## config.mk

```make
export PLATFORM = sky130hd
export DESIGN_NAME = icache
export DESIGN_NICKNAME = d
export VERILOG_FILES = /design/src/rtl/icache_pkg.sv /design/src/rtl/icache_if.sv /design/src/rtl/icache_fsm.sv /design/src/rtl/icache.sv
export SDC_FILE = /design/constraint.sdc
export NUM_CORES = 1
export LEC_CHECK = 0
export BUFFER_PORTS_ARGS = -buffer_cell sky130_fd_sc_hd__buf_4
export CAP_MARGIN = 5
export CORE_AREA = 2 2 287 289
export DETAILED_ROUTE_END_ITERATION = 10
export DIE_AREA = 0 0 289 291
export GPL_TIMING_DRIVEN = 0
export PLACE_DENSITY = 0.78
export REMOVE_ABC_BUFFERS = 1
export SYNTH_ARGS = -nofsm -noshare
export SYNTH_HDL_FRONTEND = slang
export SYNTH_SLANG_ARGS = --single-unit
```

## constraint.sdc

```tcl
create_clock -name CLK -period 24.6 [get_ports CLK]
set_clock_uncertainty 0.05 [all_clocks]
set_input_delay 0 -clock CLK [delete_from_list [all_inputs] [get_ports CLK]]
set_output_delay 0 -clock CLK [all_outputs]
set_load 0.01 [all_outputs]
```

## src/rtl/icache_pkg.sv

```systemverilog
// Shared types and widths for the instruction cache slice.
package icache_pkg;

    localparam int unsigned INSTR_WIDTH     = 32;
    localparam int unsigned BLOCK_WIDTH     = 128;
    localparam int unsigned MEM_ADDR_WIDTH  = 28;
    localparam int unsigned WORDS_PER_BLOCK = BLOCK_WIDTH / INSTR_WIDTH;

    typedef enum logic [1:0] {
        ST_IDLE     = 2'd0,
        ST_MEM_READ = 2'd1,
        ST_UPDATE   = 2'd2
    } icache_state_e;

    // Word 0 of a block occupies bits [31:0].
    function automatic logic [INSTR_WIDTH-1:0] block_word(
        input logic [BLOCK_WIDTH-1:0] blk,
        input logic [1:0]             off
    );
        return blk[INSTR_WIDTH*int'(off) +: INSTR_WIDTH];
    endfunction

endpackage

```

## src/rtl/icache_if.sv

```systemverilog
// Block-read bus between the cache (master) and instruction memory (slave).
interface icache_if;
    import icache_pkg::*;

    logic                      MEM_READ;
    logic [MEM_ADDR_WIDTH-1:0] MEM_ADDRESS;
    logic [BLOCK_WIDTH-1:0]    MEM_READDATA;
    logic                      MEM_BUSYWAIT;

    modport master (
        output MEM_READ,
        output MEM_ADDRESS,
        input  MEM_READDATA,
        input  MEM_BUSYWAIT
    );

    modport slave (
        input  MEM_READ,
        input  MEM_ADDRESS,
        output MEM_READDATA,
        output MEM_BUSYWAIT
    );

endinterface

```

## src/rtl/icache_fsm.sv

```systemverilog
// Miss-handling controller: state register, miss-address latch, MEM_READ and stall decode.
module icache_fsm
    import icache_pkg::*;
(
    input  logic                      CLK,
    input  logic                      RESET,
    input  logic                      read_i,
    input  logic                      hit_i,
    input  logic [MEM_ADDR_WIDTH-1:0] block_addr_i,
    icache_if.master                  mem,
    output logic                      busywait_o,
    output logic                      fill_en_o,
    output logic                      idle_o
);

    icache_state_e             state_q;
    logic                      mem_read_q;
    logic [MEM_ADDR_WIDTH-1:0] miss_addr_q;

    always_ff @(posedge CLK or posedge RESET) begin
        if (RESET) begin
            state_q     <= ST_IDLE;
            mem_read_q  <= 1'b0;
            miss_addr_q <= '0;
        end else begin
            case (state_q)
                ST_IDLE: begin
                    if (read_i && !hit_i) begin
                        state_q     <= ST_MEM_READ;
                        mem_read_q  <= 1'b1;
                        miss_addr_q <= block_addr_i;
                    end
                end
                ST_MEM_READ: begin
                    if (!mem.MEM_BUSYWAIT) begin
                        state_q    <= ST_UPDATE;
                        mem_read_q <= 1'b0;
                    end
                end
                ST_UPDATE: begin
                    state_q <= ST_IDLE;
                end
                default: begin
                    state_q    <= ST_IDLE;
                    mem_read_q <= 1'b0;
                end
            endcase
        end
    end

    assign mem.MEM_READ    = mem_read_q;
    assign mem.MEM_ADDRESS = miss_addr_q;

    // hit_i is only ever true in IDLE, so a miss stall starts in the request cycle.
    assign busywait_o = (state_q != ST_IDLE) | (read_i & ~hit_i);
    assign fill_en_o  = (state_q == ST_UPDATE);
    assign idle_o     = (state_q == ST_IDLE);

endmodule

```

## src/rtl/icache.sv

```systemverilog
// Direct-mapped, read-only instruction cache: 2^INDEX_BITS lines of four 32-bit words.
module icache
    import icache_pkg::*;
#(
    parameter int unsigned INDEX_BITS = 3
) (
    input  logic                      CLK,
    input  logic                      RESET,
    input  logic                      READ,
    input  logic [31:0]               ADDRESS,
    output logic [INSTR_WIDTH-1:0]    INSTRUCTION,
    output logic                      BUSYWAIT,
    output logic                      MEM_READ,
    output logic [MEM_ADDR_WIDTH-1:0] MEM_ADDRESS,
    input  logic [BLOCK_WIDTH-1:0]    MEM_READDATA,
    input  logic                      MEM_BUSYWAIT
);

    localparam int unsigned LINES    = 1 << INDEX_BITS;
    localparam int unsigned TAG_BITS = MEM_ADDR_WIDTH - INDEX_BITS;

    icache_if mem_bus ();

    logic [1:0]            offset;
    logic [INDEX_BITS-1:0] index;
    logic [TAG_BITS-1:0]   tag;
    logic                  unused_addr_bits;

    logic [BLOCK_WIDTH-1:0] data_q [LINES];
    logic [TAG_BITS-1:0]    tag_q  [LINES];
    logic [LINES-1:0]       valid_q;
    logic [LINES-1:0]       valid_d;

    logic                  hit;
    logic                  idle;
    logic                  fill_en;
    logic [INDEX_BITS-1:0] fill_index;
    logic [TAG_BITS-1:0]   fill_tag;

    assign offset           = ADDRESS[3:2];
    assign index            = ADDRESS[3+INDEX_BITS:4];
    assign tag              = ADDRESS[31:4+INDEX_BITS];
    assign unused_addr_bits = ^ADDRESS[1:0];

    assign mem_bus.MEM_READDATA = MEM_READDATA;
    assign mem_bus.MEM_BUSYWAIT = MEM_BUSYWAIT;
    assign MEM_READ             = mem_bus.MEM_READ;
    assign MEM_ADDRESS          = mem_bus.MEM_ADDRESS;

    // The fill target comes from the latched block address, never from the live ADDRESS.
    assign fill_index = mem_bus.MEM_ADDRESS[INDEX_BITS-1:0];
    assign fill_tag   = mem_bus.MEM_ADDRESS[MEM_ADDR_WIDTH-1:INDEX_BITS];

    assign hit         = idle & READ & valid_q[index] & (tag_q[index] == tag);
    assign INSTRUCTION = block_word(data_q[index], offset);

    icache_fsm u_fsm (
        .CLK          (CLK),
        .RESET        (RESET),
        .read_i       (READ),
        .hit_i        (hit),
        .block_addr_i (ADDRESS[31:4]),
        .mem          (mem_bus.master),
        .busywait_o   (BUSYWAIT),
        .fill_en_o    (fill_en),
        .idle_o       (idle)
    );

    always_ff @(posedge CLK) begin
        if (fill_en) begin
            data_q[fill_index] <= mem_bus.MEM_READDATA;
            tag_q[fill_index]  <= fill_tag;
        end
    end

    always_comb begin
        valid_d = valid_q;
        if (fill_en) begin
            valid_d[fill_index] = 1'b1;
        end
    end

    always_ff @(posedge CLK or posedge RESET) begin
        if (RESET) begin
            valid_q <= '0;
        end else begin
            valid_q <= valid_d;
        end
    end

endmodule

```

### Word-level counts from Yosys, hierarchy flattened

Memory sizes are Yosys's and may differ from the RTL's.
Index checks and enable logic that the tools add are counted.

| operators by class | value |
|---|---|
| equality and inequality tests | 5 |
| mux-type cells | 12 |
| bitwise operators | 8 |
| $lt $le $gt $ge | 3 |
| shift-type cells | 1 |
| reductions and logical operators | 8 |

Operators with widths:

| cell | count |
|---|---|
| 128-bit by 8-bit variable part select with 32-bit output | 1 |
| 25-bit == test | 1 |
| 3-bit by 4-bit < comparator with 1-bit output (second input constant) | 2 |
| 8-bit bitwise OR | 1 |
| 1-bit 2-to-1 mux | 6 |
| 1-bit bitwise AND | 4 |
| 2-bit 2-to-1 mux | 2 |
| 2-bit one-hot mux with 2 select lines | 1 |
| 2-bit AND reduction | 2 |
| 1-bit binary-select mux with 3-bit select | 1 |
| 1-bit demux with 3-bit select | 1 |
| 3-bit by 1-bit >= comparator with 1-bit output (second input constant) | 1 |
| 1-bit one-hot mux with 3 select lines | 1 |
| 3-bit AND reduction | 1 |
| 2-bit by 1-bit == test with 1-bit output (second input constant) | 1 |
| 2-bit == test (second input constant) | 1 |
| 1-bit logical AND | 2 |
| 2-bit zero test | 1 |
| 2-bit by 1-bit inequality test with 1-bit output (second input constant) | 1 |
| 2-bit inequality test (second input constant) | 1 |
| 1-bit NOT | 2 |
| 2-bit nonzero test | 1 |
| 1-bit zero test | 1 |
| 1-bit bitwise OR | 1 |

| storage, ports and cells | value |
|---|---|
| word-level logic and storage cells | 43 |
| register bits after elaboration | 39 |
| memory bits (writable) | 1,224 |
| memories | 2 |
| output and inout bits | 62 |
| bits of input ports | 164 |

Memories:

| name | words | width | read ports | clocked after Yosys merged registers in | write ports | line | text |
|---|---|---|---|---|---|---|---|
| data_q | 8 | 128 | 1 | 0 | 1 | icache.sv:29 | `logic [BLOCK_WIDTH-1:0] data_q [LINES];` |
| tag_q | 8 | 25 | 1 | 0 | 1 | icache.sv:30 | `logic [TAG_BITS-1:0] tag_q [LINES];` |

### Depth between registers and ports, before layout

| logic depth | value |
|---|---|
| depth in word-level cells | 8 |
| gate-level depth with buffers | 13 |
| gate-level depth less buffers | 8 |

### Modules after synthesis

From an unflattened synthesis, not the netlist that was laid out.

| unflattened totals | value |
|---|---|
| cells, all modules | 1,905 |
| area, all modules | 48,073.6 µm² |

By module, submodules not included:

| module | cells each | times used | area each (µm²) | seq. area each (µm²) |
|---|---|---|---|---|
| icache | 1,831 | 1 | 46,829.9 | 36,955.4 |
| icache_fsm | 74 | 1 | 1,243.7 | 775.7 |

### Least setup slack after synthesis

No wires, ideal clock.

| timing path | value |
|---|---|
| path kind | flip-flop to flip-flop |
| start point | register u_fsm.state_q[0] |
| end point | register valid_q[0] |
| arrival time | 12.128 ns |
| buffers on the path | 0 |
| required time | 24.419 ns |
| slack | 12.290 ns |
| library setup time | 0.131 ns |
| clock period less this slack | 12.310 ns |
| cell stages (with the launch flop) | 4 |
| cells stage by stage | dfrtp_1 or3_1 nor3_1 or2_2 |

| on the way | value |
|---|---|
| longest elaborated chain between the ends | 1 |

RTL lines:

| element | line | text |
|---|---|---|
| from (decl) | icache_fsm.sv:16 | `icache_state_e state_q;` |
| from (signal assigned) | icache_fsm.sv:22 | `state_q <= ST_IDLE;` |
| from (signal assigned) | icache_fsm.sv:29 | `state_q <= ST_MEM_READ;` |
| from (signal assigned) | icache_fsm.sv:36 | `state_q <= ST_UPDATE;` |
| 2-bit == test | icache_fsm.sv:56 | `assign fill_en_o = (state_q == ST_UPDATE);` |
| to (signal assigned) | icache.sv:87 | `valid_q <= valid_d;` |
| to (decl) | icache.sv:31 | `logic [LINES-1:0] valid_q;` |

Every way passes these cells.
A chain may end at the register's enable or synchronous reset.

### Worst setup path after layout

| timing path | value |
|---|---|
| start point | input port ADDRESS[6] |
| end point | output port BUSYWAIT |

| on the way | value |
|---|---|
| longest elaborated chain between the ends | 7 |
| elaborated cells on any way between the ends | 9 |
| those cells by class | 1 x eq/ne; 2 x mux; 5 x bitwise; 1 x memory |

RTL lines:

| element | line | text |
|---|---|---|
| from (decl) | icache.sv:10 | `input logic [31:0] ADDRESS,` |
| parallel branches: the longest is 3 deep, another holds memory 8 x 25 bit | - |  |
| 1-bit bitwise AND (*) | icache.sv:54 | `assign hit = idle & READ & valid_q[index] & (tag_q[index] == tag);` |
| 1-bit NOT (*) | icache_fsm.sv:55 | `assign busywait_o = (state_q != ST_IDLE) \| (read_i & ~hit_i);` |
| 1-bit bitwise AND (*) | icache_fsm.sv:55 |  |
| 1-bit bitwise OR (*) | icache_fsm.sv:55 |  |
| to (decl) | icache.sv:12 | `output logic BUSYWAIT,` |

Every way passes the cells marked *. The select of a mux whose other input is x is not followed.

==> impl_metrics.py <==
metrics = {
    "floorplanning": {
        "core_um2": 81200,
        "fp.dieArea_um2": 84100,
        "die_h_um": 291,
        "die_w_um": 289,
        "io_pins": 226,
        "start_util_pct": 59.3,
        "num_rows": 105,
    },
    "detailed_routing": {
        "drc_errors": 0,
        "wl_per_cell_um": 27.5,
        "wl_met3_um": 6300,
        "via_per_inst": 6.16,
        "routed.top_layer": "met5",
        "wl_met2_um": 50800,
        "route.antenna.remaining_nets": 0,
        "drt_iter0_markers": 2050,
        "wl_met1_um": 40300,
        "vias": 22200,
        "finalWirelength_um": 99000,
        "firstDrtPassIters": 5,
    },
    "yosys": {
        "yosysMostFrequentCell": "edfxtp_1",
        "async_flop_share_pct": 3.09,
        "synthMuxAreaShare_pct": 19.3,
        "synthCells": 1928,
        "synth_edf_count": 1224,
        "synth_top_area_share_pct": 76.4,
        "synth-adder-area-share_pct": 0,
        "synth.distinct_cells": 37,
        "syn_area_um2": 48100,
        "ys_top_cells_by_count": "1224 x edfxtp_1, 354 x mux4_2, 52 x mux2i_1, 44 x clkbuf_1, 39 x dfrtp_1",
        "synth-seq-cells": 1263,
        "synth.area.top_cells": "edfxtp_1 76%, mux4_2 17%, dfrtp_1 2.0%",
        "synth_largest_area_cell": "edfxtp_1",
        "ys.flop_type": "edfxtp_1",
        "synth-simple-area-share_pct": 0.543,
        "ys_seq_area_share_pct": 78.4,
        "synth_top_family_by_area": "multiplexers",
        "yosys.area_share.xor_xnor_pct": 0.418,
        "ys_warn_count": 0,
        "synth-compound-area-share_pct": 0.457,
        "syn_avg_cell_area_um2": 25.0,
    },
    "run": {
        "cap_violations": 0,
    },
    "global_routing": {
        "first_global_vias": 23900,
        "grt_pass1_wl_um": 149000,
        "antenna_found_initial": 5,
        "grt_use_total_pct": 24.0,
        "grt_max_degree": 104,
        "grt_overflow_total": 0,
    },
    "setup_path": {
        "critical_path_class": "in2out",
        "critical-path-max-stage-delay_ns": 0.57,
        "end_kind": "output port",
        "startpoint_type": "primary input",
        "path_cells": "dlygate4sd3_1 -> buf_8 -> buf_16 -> mux4_2 -> mux2i_1 -> xnor2_1 -> a211oi_1 -> nand4_1 -> or4_4 -> o31ai_1 -> nand2_1 -> buf_4",
        "cp_max_fo": 73,
        "crit_buf_inv": 4,
        "cpMaxStageDelayCell": "dlygate4sd3_1",
        "crit_family": "buffers and inverters",
        "cp.arrival_ns": 4.18,
        "regToRegSetupSlack_ns": 21.13,
        "cp.required_ns": 24.55,
    },
    "pwr": {
        "powerDensity_nw_per_um2": 83.2,
        "combPwrFrac_pct": 9.2,
        "switchingPower_mw": 1.06,
        "pwr-share-clk_pct": 37.1,
        "cellLeakagePower_nw": 19.0,
        "ir_drop_mv": 0.0714,
        "switching_share_pct": 22.0,
        "intPower_mw": 3.75,
        "p_seq_share_pct": 53.7,
    },
    "clocking": {
        "post_cts_buffers": 0,
        "tritoncts": "yes",
        "clk_latency_ns": 0.69,
        "path_clk_slew_ns": 0.06,
        "cts.path.max_buffers": 3,
        "clkSinkCount": 1263,
        "root_buffer": "clkbuf_16",
        "cts_buffers": 118,
        "htreeDepth": 3,
    },
    "sta": {
        "drv_slew": 0,
        "fmax_ghz": 0.236,
        "hold_viol_final": 0,
        "setup_tns_ns": 0,
        "period_needed_ns": 4.23,
        "setup_viol": 0,
        "rsz0062_at_grt": "no",
        "slew_headroom_pct": 7.15,
        "finalCritPeriodShare_pct": 17.2,
        "worstMarginPinSlew_ns": 1.39,
    },
    "cells_and_area": {
        "fillers": 4509,
        "drive_gt1_share_pct": 36.5,
        "num-nets-final": 2589,
        "syn2layout_area_growth_pct": 20.1,
        "postLayoutCellArea_um2": 57800,
    },
    "placement": {
        "dp_hpwl_um": 57600,
        "port_buffers": 223,
        "routabilityCongestion": 0.687,
        "dpl-instance-area_um2": 52400,
    },
    "status": {
        "run_status": "completed",
    },
    "worst_hold_path": {
        "hold_class": "in2reg",
    },
}
-- metal layers --
layer / global-route usage [%] / vias up
li1: - / 9334
met1: 34.3 / 11900
met4: 5.63 / 4
met3: 4.13 / 111
met2: 39.6 / 783
met5: 0 / -
-- layout make-up --
class / instances / area, um^2 / share of cell area (%)
multi-input cells: 565 / 10000 / 17.3
inverters: 3 / 11.3 / 0.0195
well taps: 1070 / 1340 / 2.32
clock buffers: 149 / 3130 / 5.42
flip-flops and latches: 1263 / 37700 / 65.3
clock inverters: 74 / 708 / 1.22
repair buffers: 474 / 4870 / 8.42
diodes: 4 / 10.0 / 0.0173
-- power by group through the flow --
stage	logic, mW	registers [mW]	clock network (mW)
3_5_place_dp	0.422	2.62	0
5_1_grt	0.471	2.59	1.89
6_report	0.443	2.58	1.78
3_3_place_gp	0.394	2.66	0
2_1_floorplan	0.192	2.63	0
4_1_cts	0.448	2.58	1.81
-- state kept, by name, indices dropped and copies added, names as in the netlist --
register,count
data_q,1024
tag_q,200
u_fsm.mem.MEM_ADDRESS,28
valid_q,8
u_fsm.state_q,2
u_fsm.mem.MEM_READ,1
-- kinds of logic (layout without fill, tap and decap cells) --
family                    count (synthesis)  in the layout
AOI/OAI and AO/OA                        27             27
other                                     0              4
buffers and inverters                   100            700
DFF                                    1263           1263
and+or+nand+nor                          49             49
muxes                                   466            466
xor gates and xnor gates                 23             23
-- cells in the final DEF (no fill, tap or decap), types with 4 or more instances in the layout --
master,count
buf_16,13
diode_2,4
buf_12,38
or2_2,8
buf_6,35
clkinvlp_4,6
buf_8,6
mux2_2,32
mux2_4,28
mux2i_1,52
nor2b_1,5
nor2_1,4
clkinv_2,29
xnor2_1,14
clkinv_1,21
clkbuf_16,120
buf_4,223
xor2_1,9
nand2_1,9
clkbuf_1,27
a22oi_1,12
bufinv_16,11
mux4_2,354
nor2_4,6
edfxtp_1,1224
dlygate4sd3_1,159
dfrtp_1,39
-- timing repair --
| action | in CTS | in global routing |
|---|---|---|
| resized for setup | 0 | 0 |
| endpoints found under the hold margin | 1092 | 0 |
| hold buffers | 159 | 0 |
-- stage by stage --
stage                     util, %  setup WS, ns  cells  total power, mW  hold WS [ns]
final                        71.2         20.37   3602             4.81        0.0303
after CTS                    71.2         20.37   3598             4.84       0.00201
after detailed placement     64.5         20.18   3216             3.05       -0.0984
after global routing         71.2         20.26   3600             4.96        0.0215
after floorplan                 -         12.29   1831             2.83        0.0489
after global placement       62.5         0.262   3124             3.06         0.175
-- path summary, 6_finish.rpt --
check | from | depth (start not counted) | end
worst max-delay path | ADDRESS[6] | 12 | BUSYWAIT
worst min-delay path | MEM_READDATA[68] | 2 | data_q[3][68]
worst max register to register | tag_q[6][13] | 8 | u_fsm.mem.MEM_ADDRESS[8]
worst min register to register | valid_q[0] | 1 | valid_q[0]
max in group asynchronous | RESET | 5 | u_fsm.mem.MEM_ADDRESS[16]
min in group asynchronous | RESET | 4 | u_fsm.mem.MEM_READ
No activity file was read; power rests on OpenSTA's default activity.
